$ cat src/rtl/pc_unit_if.sv
// pc_unit_if
//   Groups the fetch-stage control inputs and the PC/RAS status outputs of
//   pc_unit into one bundle. Clock and reset remain plain ports on pc_unit.
//
//   Control (driven by the pipeline, master -> slave):
//     i_stall, i_redirect_valid, i_redirect_pc, i_call, i_ret,
//     i_trap, i_trap_vector, i_halt, i_resume
//   Status (driven by pc_unit, slave -> master):
//     current_pc, o_pc_plus4, o_pc_valid, o_misaligned,
//     o_ras_top, o_ras_empty, o_ras_full, o_ras_mispredict
interface pc_unit_if #(
  parameter int XLEN = 32
);

  logic            i_stall;
  logic            i_redirect_valid;
  logic [XLEN-1:0] i_redirect_pc;
  logic            i_call;
  logic            i_ret;
  logic            i_trap;
  logic [XLEN-1:0] i_trap_vector;
  logic            i_halt;
  logic            i_resume;

  logic [XLEN-1:0] current_pc;
  logic [XLEN-1:0] o_pc_plus4;
  logic            o_pc_valid;
  logic            o_misaligned;
  logic [XLEN-1:0] o_ras_top;
  logic            o_ras_empty;
  logic            o_ras_full;
  logic            o_ras_mispredict;

  modport master (
    output i_stall, i_redirect_valid, i_redirect_pc, i_call, i_ret,
           i_trap, i_trap_vector, i_halt, i_resume,
    input  current_pc, o_pc_plus4, o_pc_valid, o_misaligned,
           o_ras_top, o_ras_empty, o_ras_full, o_ras_mispredict
  );

  modport slave (
    input  i_stall, i_redirect_valid, i_redirect_pc, i_call, i_ret,
           i_trap, i_trap_vector, i_halt, i_resume,
    output current_pc, o_pc_plus4, o_pc_valid, o_misaligned,
           o_ras_top, o_ras_empty, o_ras_full, o_ras_mispredict
  );

endinterface

$ cat src/rtl/pc_unit.sv
// pc_unit
//   Program-counter unit for the fetch stage. Holds the architectural PC and
//   picks the next PC from trap vector, branch/jump redirect or sequential
//   increment, with stall and halt/resume support. A small circular
//   return-address stack (RAS) predicts return targets and flags returns
//   whose actual target disagrees with the prediction.
//
//   Ports:
//     i_clk  - clock, all state changes on the rising edge
//     i_rst  - synchronous active-high reset
//     bus    - pc_unit_if slave: control inputs and PC/RAS status outputs
//
//   Parameters:
//     XLEN         - PC width (>= 8)
//     RESET_VECTOR - PC after reset (4-byte aligned)
//     RAS_DEPTH    - RAS entries (>= 2, power of two)
module pc_unit #(
  parameter int              XLEN         = 32,
  parameter logic [XLEN-1:0] RESET_VECTOR = '0,
  parameter int              RAS_DEPTH    = 4
) (
  input logic        i_clk,
  input logic        i_rst,
  pc_unit_if.slave   bus
);

  localparam int PTR_W = $clog2(RAS_DEPTH);
  localparam int CNT_W = PTR_W + 1;
  localparam logic [CNT_W-1:0] DEPTH_C = CNT_W'(RAS_DEPTH);

  typedef enum logic [1:0] {
    BOOT,
    RUN,
    HALT
  } state_t;

  state_t          state_q, state_d;
  logic [XLEN-1:0] pc_q, pc_d;
  logic            misaligned_q, misaligned_d;
  logic            mispredict_q, mispredict_d;

  logic [XLEN-1:0]  ras_mem [RAS_DEPTH];
  logic [PTR_W-1:0] ras_ptr_q, ras_ptr_d;
  logic [CNT_W-1:0] ras_cnt_q, ras_cnt_d;
  logic             ras_we;
  logic [PTR_W-1:0] ras_widx;
  logic [XLEN-1:0]  ras_wdata;

  // Intermediate pointer/count after the pop half of a return, so that a
  // combined call+return can apply the push on top of the popped state.
  logic [PTR_W-1:0] ptr_pop;
  logic [CNT_W-1:0] cnt_pop;

  logic [XLEN-1:0] pc_plus4;
  logic [XLEN-1:0] ras_top;

  assign pc_plus4 = pc_q + XLEN'(4);
  // ras_ptr_q always indexes the most recent push; when empty the stale entry
  // is hidden so the prediction reads as zero.
  assign ras_top  = (ras_cnt_q == '0) ? '0 : ras_mem[ras_ptr_q];

  // State, PC, RAS bookkeeping and the registered one-cycle pulses.
  always_ff @(posedge i_clk) begin
    if (i_rst) begin
      state_q      <= BOOT;
      pc_q         <= RESET_VECTOR;
      misaligned_q <= 1'b0;
      mispredict_q <= 1'b0;
      ras_ptr_q    <= '0;
      ras_cnt_q    <= '0;
    end else begin
      state_q      <= state_d;
      pc_q         <= pc_d;
      misaligned_q <= misaligned_d;
      mispredict_q <= mispredict_d;
      ras_ptr_q    <= ras_ptr_d;
      ras_cnt_q    <= ras_cnt_d;
    end
  end

  // RAS storage needs no reset: entries beyond the count are never observed.
  always_ff @(posedge i_clk) begin
    if (!i_rst && ras_we) begin
      ras_mem[ras_widx] <= ras_wdata;
    end
  end

  // Next-state / next-PC selection. Trap outranks stall, and both outrank the
  // HALT hold, so a trap always pulls the hart back into RUN.
  always_comb begin
    state_d      = state_q;
    pc_d         = pc_q;
    misaligned_d = 1'b0;
    mispredict_d = 1'b0;
    ras_ptr_d    = ras_ptr_q;
    ras_cnt_d    = ras_cnt_q;
    ras_we       = 1'b0;
    ras_widx     = ras_ptr_q;
    ras_wdata    = pc_plus4;
    ptr_pop      = ras_ptr_q;
    cnt_pop      = ras_cnt_q;

    case (state_q)
      BOOT: begin
        state_d = RUN;
      end

      default: begin
        if (bus.i_trap) begin
          pc_d    = {bus.i_trap_vector[XLEN-1:2], 2'b00};
          state_d = RUN;
        end else if (bus.i_stall) begin
          pc_d = pc_q;
        end else if (state_q == HALT) begin
          if (bus.i_resume) begin
            state_d = RUN;
          end
        end else begin
          if (bus.i_redirect_valid) begin
            if (bus.i_redirect_pc[1:0] != 2'b00) begin
              misaligned_d = 1'b1;
            end else begin
              pc_d = bus.i_redirect_pc;
              if (bus.i_ret) begin
                mispredict_d = (ras_cnt_q == '0) || (bus.i_redirect_pc != ras_top);
                if (ras_cnt_q != '0) begin
                  ptr_pop = ras_ptr_q - PTR_W'(1);
                  cnt_pop = ras_cnt_q - CNT_W'(1);
                end
              end
              ras_ptr_d = ptr_pop;
              ras_cnt_d = cnt_pop;
              if (bus.i_call) begin
                // Pointer wraps naturally, so a push when full overwrites the
                // oldest entry while the count saturates.
                ras_we    = 1'b1;
                ras_widx  = ptr_pop + PTR_W'(1);
                ras_ptr_d = ptr_pop + PTR_W'(1);
                ras_cnt_d = (cnt_pop == DEPTH_C) ? DEPTH_C : cnt_pop + CNT_W'(1);
              end
            end
          end else begin
            pc_d = pc_plus4;
          end
          if (bus.i_halt) begin
            state_d = HALT;
          end
        end
      end
    endcase
  end

  assign bus.current_pc       = pc_q;
  assign bus.o_pc_plus4       = pc_plus4;
  assign bus.o_pc_valid       = (state_q == RUN);
  assign bus.o_misaligned     = misaligned_q;
  assign bus.o_ras_top        = ras_top;
  assign bus.o_ras_empty      = (ras_cnt_q == '0);
  assign bus.o_ras_full       = (ras_cnt_q == DEPTH_C);
  assign bus.o_ras_mispredict = mispredict_q;

endmodule

$ cat src/flat_wrapper.sv
// flat-port wrapper written by rule: the top's interface ports become plain ports
module pc_unit_flat 
#(
  parameter int              XLEN         = 32,
  parameter logic [XLEN-1:0] RESET_VECTOR = '0,
  parameter int              RAS_DEPTH    = 4
)
  (i_clk, i_rst, bus_i_stall, bus_i_redirect_valid, bus_i_redirect_pc, bus_i_call, bus_i_ret, bus_i_trap, bus_i_trap_vector, bus_i_halt, bus_i_resume, bus_current_pc, bus_o_pc_plus4, bus_o_pc_valid, bus_o_misaligned, bus_o_ras_top, bus_o_ras_empty, bus_o_ras_full, bus_o_ras_mispredict);
  pc_unit_if #(.XLEN(XLEN)) bus_i ();
  input logic i_clk;
  input logic i_rst;
  input wire logic [$bits(bus_i.i_stall)-1:0] bus_i_stall;
  input wire logic [$bits(bus_i.i_redirect_valid)-1:0] bus_i_redirect_valid;
  input wire logic [$bits(bus_i.i_redirect_pc)-1:0] bus_i_redirect_pc;
  input wire logic [$bits(bus_i.i_call)-1:0] bus_i_call;
  input wire logic [$bits(bus_i.i_ret)-1:0] bus_i_ret;
  input wire logic [$bits(bus_i.i_trap)-1:0] bus_i_trap;
  input wire logic [$bits(bus_i.i_trap_vector)-1:0] bus_i_trap_vector;
  input wire logic [$bits(bus_i.i_halt)-1:0] bus_i_halt;
  input wire logic [$bits(bus_i.i_resume)-1:0] bus_i_resume;
  output wire logic [$bits(bus_i.current_pc)-1:0] bus_current_pc;
  output wire logic [$bits(bus_i.o_pc_plus4)-1:0] bus_o_pc_plus4;
  output wire logic [$bits(bus_i.o_pc_valid)-1:0] bus_o_pc_valid;
  output wire logic [$bits(bus_i.o_misaligned)-1:0] bus_o_misaligned;
  output wire logic [$bits(bus_i.o_ras_top)-1:0] bus_o_ras_top;
  output wire logic [$bits(bus_i.o_ras_empty)-1:0] bus_o_ras_empty;
  output wire logic [$bits(bus_i.o_ras_full)-1:0] bus_o_ras_full;
  output wire logic [$bits(bus_i.o_ras_mispredict)-1:0] bus_o_ras_mispredict;
  assign bus_i.i_stall = bus_i_stall;
  assign bus_i.i_redirect_valid = bus_i_redirect_valid;
  assign bus_i.i_redirect_pc = bus_i_redirect_pc;
  assign bus_i.i_call = bus_i_call;
  assign bus_i.i_ret = bus_i_ret;
  assign bus_i.i_trap = bus_i_trap;
  assign bus_i.i_trap_vector = bus_i_trap_vector;
  assign bus_i.i_halt = bus_i_halt;
  assign bus_i.i_resume = bus_i_resume;
  assign bus_current_pc = bus_i.current_pc;
  assign bus_o_pc_plus4 = bus_i.o_pc_plus4;
  assign bus_o_pc_valid = bus_i.o_pc_valid;
  assign bus_o_misaligned = bus_i.o_misaligned;
  assign bus_o_ras_top = bus_i.o_ras_top;
  assign bus_o_ras_empty = bus_i.o_ras_empty;
  assign bus_o_ras_full = bus_i.o_ras_full;
  assign bus_o_ras_mispredict = bus_i.o_ras_mispredict;
  pc_unit #(.XLEN(XLEN), .RESET_VECTOR(RESET_VECTOR), .RAS_DEPTH(RAS_DEPTH)) u_core (.i_clk(i_clk), .i_rst(i_rst), .bus(bus_i));
endmodule
$ cat config.mk
export PLATFORM = sky130hd
export DESIGN_NAME = pc_unit_flat
export DESIGN_NICKNAME = d
export VERILOG_FILES = /design/src/rtl/pc_unit_if.sv /design/src/rtl/pc_unit.sv /design/src/flat_wrapper.sv
export SDC_FILE = /design/constraint.sdc
export NUM_CORES = 1
export LEC_CHECK = 0
export BUFFER_PORTS_ARGS = -buffer_cell sky130_fd_sc_hd__buf_2
export CAP_MARGIN = 10
export CORE_ASPECT_RATIO = 0.8
export CORE_MARGIN = 3
export CORE_UTILIZATION = 40
export CTS_BUF_LIST = sky130_fd_sc_hd__clkbuf_8
export DETAILED_ROUTE_END_ITERATION = 12
export GPL_ROUTABILITY_DRIVEN = 0
export PLACE_DENSITY = 0.59
export SKIP_CTS_REPAIR_TIMING = 1
export SLEW_MARGIN = 20
export SYNTH_ARGS = -nofsm -noshare
export SYNTH_HDL_FRONTEND = slang
export SYNTH_SLANG_ARGS = --single-unit
$ cat constraint.sdc
create_clock -name i_clk -period 5.8 [get_ports i_clk]
set_input_delay 0.29 -clock i_clk [delete_from_list [all_inputs] [get_ports i_clk]]
set_output_delay 0.29 -clock i_clk [all_outputs]
set_load 0.005 [all_outputs]
==> impl_metrics.toml <==
[sta]
finalMaxSlewViolations = 0
setup_violations = 0
timing.final.crit_share_pct = 64.5
setup_tns_ps = 0
skew_ps = 14.4
finalHoldViolCount = 0
min_period_ps = 3740
rsz0062_at_grt = "false"
relSlewSlack_pct = 30.4
worst_pin_slew_ps = 1040
fin_ws_ps = 2060
fmax_mhz = 267

[critical_path]
path_cells = "ha_1 > nand3_2 > or2_1 > or3_1 > nor4_2 > xor2_1 > buf_2"
start_kind = "register"
cp.arrival_ps = 3450
critical_path.top_delay_family = "simple AND/OR/NAND/NOR gates"
cpPeakStageDelay_ps = 580
required_ps = 5510
cp_slowest_cell = "dfxtp_1"
endpoint_kind = "output port"
path_buf_inv = 1
cp_max_fo = 8
path_class = "register to output port"

[power_and_ir_drop]
p_int_uw = 1910
switchingPower_uw = 648
ir_drop_uv = 139
swShare_pct = 25.4
clkPwrFrac_pct = 36.7
p_comb_share_pct = 9.8
p_leak_uw = 0.00384
power_density_nw_per_um2 = 247
pwr-share-seq_pct = 53.5

[synth]
synth_area_per_cell_um2 = 11.6
synth_cells = 762
yosysWarnings = 0
syn_area_um2 = 8800
synth_async_sr_flop_share_pct = 0
synth_edf_count = 128
ys_seq_area_share_pct = 53.4
ys_seq_elements = 171
syn_nets = 840
synth_cell_type_count = 69
ys.flop_type = "edfxtp_1"

[layout]
drive_gt1_share_pct = 28.8
num_antenna_cells = 0
syn2layout_area_growth_pct = 17.6
fill_cells = 1974
fin_nets = 996
fin_area_um2 = 10400
post-route-util_pct = 48.9

[routing]
vias_per_cell = 5.76
drc = 0
wl_um = 26800
ant_nets = 0
first_pass_iters = 5
drt_iter0_markers = 656
wl_per_cell_um = 22.3
via_count = 6916

[die]
die_w_um = 172
dieHeight_um = 139
start_util_pct = 41.6
placement_rows = 47
die-area_um2 = 23800
core-area_um2 = 21200
io_pins = 174

[clock_network]
insertion_delay_ps = 470
cts_tree = "built"
cts_root_buffer = "clkbuf_8"
cts-htree-levels = 4
clockBufferDepth = 2
cts.sinks = 171
path_clk_slew_ps = 100
cts_buffers = 17

[global_routing]
antenna_found_initial = 0
grt.total_usage_pct = 22.3
grt_pass1_vias = 6402
grt-ovfl-total = 0
grt_max_degree = 48
grt_first_pass_wirelength_um = 40000

[run_status]
status = "finished, final reports clean"

[placed_design]
dpl_cell_area_um2 = 9910
portBuffers = 171
dp_hpwl_um = 19000
dp_slack_ps = 2350

[flow_run]
cap_violations = 0

[min_path]
hp-class = "primary input to register"
-- layout make-up --
type / instances / area [um^2] / area share [%]
multi-input cells: 515 / 3790 / 36.6
flip-flops and latches: 171 / 4710 / 45.5
clock buffers: 17 / 234 / 2.26
repair buffers: 185 / 973 / 9.40
inverters: 28 / 105 / 1.01
well taps: 269 / 337 / 3.25
clock inverters: 15 / 210 / 2.03
-- path summary, 6_finish.rpt --
kind / startpoint / cells after the start / endpoint / slack, ps
worst max-delay path: u_core.bus.current_pc[2]$_SDFFE_PP0P_ / 7 / bus_o_pc_plus4[30] / 2060
worst min-delay path: bus_i_trap_vector[13] / 3 / u_core.bus.current_pc[13]$_SDFFE_PP0P_ / 110
worst min register to register: u_core.ras_cnt_q[0]$_SDFFE_PP0P_ / 1 / u_core.ras_cnt_q[0]$_SDFFE_PP0P_ / 480
worst max register to register: register / 7 / u_core.bus.o_ras_mispredict$_SDFF_PP0_ / 2450
-- per-stage QoR --
| stage | instances | total power [uW] | hold WS [ps] |
|---|---|---|---|
| global placement | 1167 | 1640 | 465 |
| detailed placement | 1168 | 1640 | 455 |
| global route | 1200 | 2650 | 94.5 |
| finish | 1200 | 2550 | 108 |
| floorplan | 762 | 1510 | 434 |
| CTS | 1200 | 2570 | 78.2 |
-- worst register-to-register path, stage by stage (launching register included) --
cell and delay (ps):
dfxtp_2 750, buf_4 510, mux4_2 610, nor2_1 130
nor2_1 50, o311a_1 300, nor4_1 690, a31oi_1 170
-- synthesized netlist by cell type, types with 6 or more instances --
| master | count | area, um^2 |
|---|---|---|
| xor2_1 | 19 | 166 |
| xnor2_1 | 31 | 272 |
| dfxtp_1 | 43 | 861 |
| nand2_1 | 55 | 206 |
| a31oi_1 | 8 | 50.1 |
| nor4_1 | 13 | 81.3 |
| a211oi_1 | 6 | 45.0 |
| nor2_1 | 48 | 180 |
| inv_1 | 27 | 101 |
| nand4_1 | 6 | 37.5 |
| nor2b_1 | 9 | 56.3 |
| nor3_1 | 19 | 95.1 |
| nand2b_1 | 8 | 50.1 |
| o211ai_1 | 11 | 82.6 |
| mux4_2 | 30 | 676 |
| a22oi_1 | 11 | 82.6 |
| o21ai_0 | 45 | 225 |
| buf_2 | 8 | 40.0 |
| a21oi_1 | 30 | 150 |
| mux2i_1 | 11 | 110 |
| clkbuf_1 | 31 | 116 |
| and2_1 | 35 | 219 |
| nand3_1 | 21 | 105 |
| o311a_1 | 6 | 60.1 |
| edfxtp_1 | 128 | 3840 |
-- per-layer routing --
layer	track usage (%)	vias up	part of all wire, %
met1	34.9	3431	47
met3	4.84	15	8.3
met4	4.37	0	0.98
met5	0	-	0
li1	-	3186	-
met2	31.9	284	43
-- cell families (layout without fill, tap and decap cells) --
family / count (synthesis) / count (layout) / synth area share, %
AND/OR/NAND/NOR: 255 / 255 / 15.6
AO/OA/AOI/OAI: 164 / 164 / 12.5
flip-flops: 171 / 171 / 53.4
multiplexers: 41 / 41 / 8.92
adder cells (fa/ha/maj): 5 / 5 / 0.711
buffers and inverters: 76 / 245 / 3.87
XOR/XNOR: 50 / 50 / 4.97
-- placed cells by master, fill, tap and decap left out, types with 6 or more instances in the layout --
cell type  synthesis  layout
a21oi_1           30      30
nor3_1            19      19
nand4_1            6       6
nand3_1           21      21
xnor2_1           31      31
inv_1             27      27
a22oi_1           11      11
nor2_1            48      46
edfxtp_1         128     128
mux4_2            30      30
nand2_1           55      55
o311a_1            6       6
a31oi_1            8       8
o211ai_1          11      11
a211oi_1           6       6
clkbuf_8           0      17
mux2i_1           11      11
nor2b_1            9       9
buf_4              4      13
o21ai_0           45      45
xor2_1            19      19
nor4_1            13      11
buf_2              8     171
and2_1            35      35
dfxtp_1           43      41
nand2b_1           8       7
-- power groups by stage --
| stage | clock, uW | sequential [uW] | combinational [uW] |
|---|---|---|---|
| floorplan | 0 | 1380 | 128 |
| global placement | 0 | 1390 | 246 |
| detailed placement | 0 | 1390 | 248 |
| CTS | 955 | 1370 | 249 |
| global route | 1010 | 1370 | 273 |
| finish | 938 | 1370 | 249 |
-- flip-flops by register name, indices dropped and copies added (netlist names), named ones only --
| signal | cells |
|---|---|
| u_core.bus.current_pc | 32 |
| u_core.bus.o_misaligned | 1 |
| u_core.bus.o_ras_mispredict | 1 |
| u_core.ras_cnt_q | 3 |
| u_core.ras_mem | 128 |
| u_core.ras_ptr_q | 2 |
| u_core.state_q | 2 |
(Power assumes the default switching activity.)
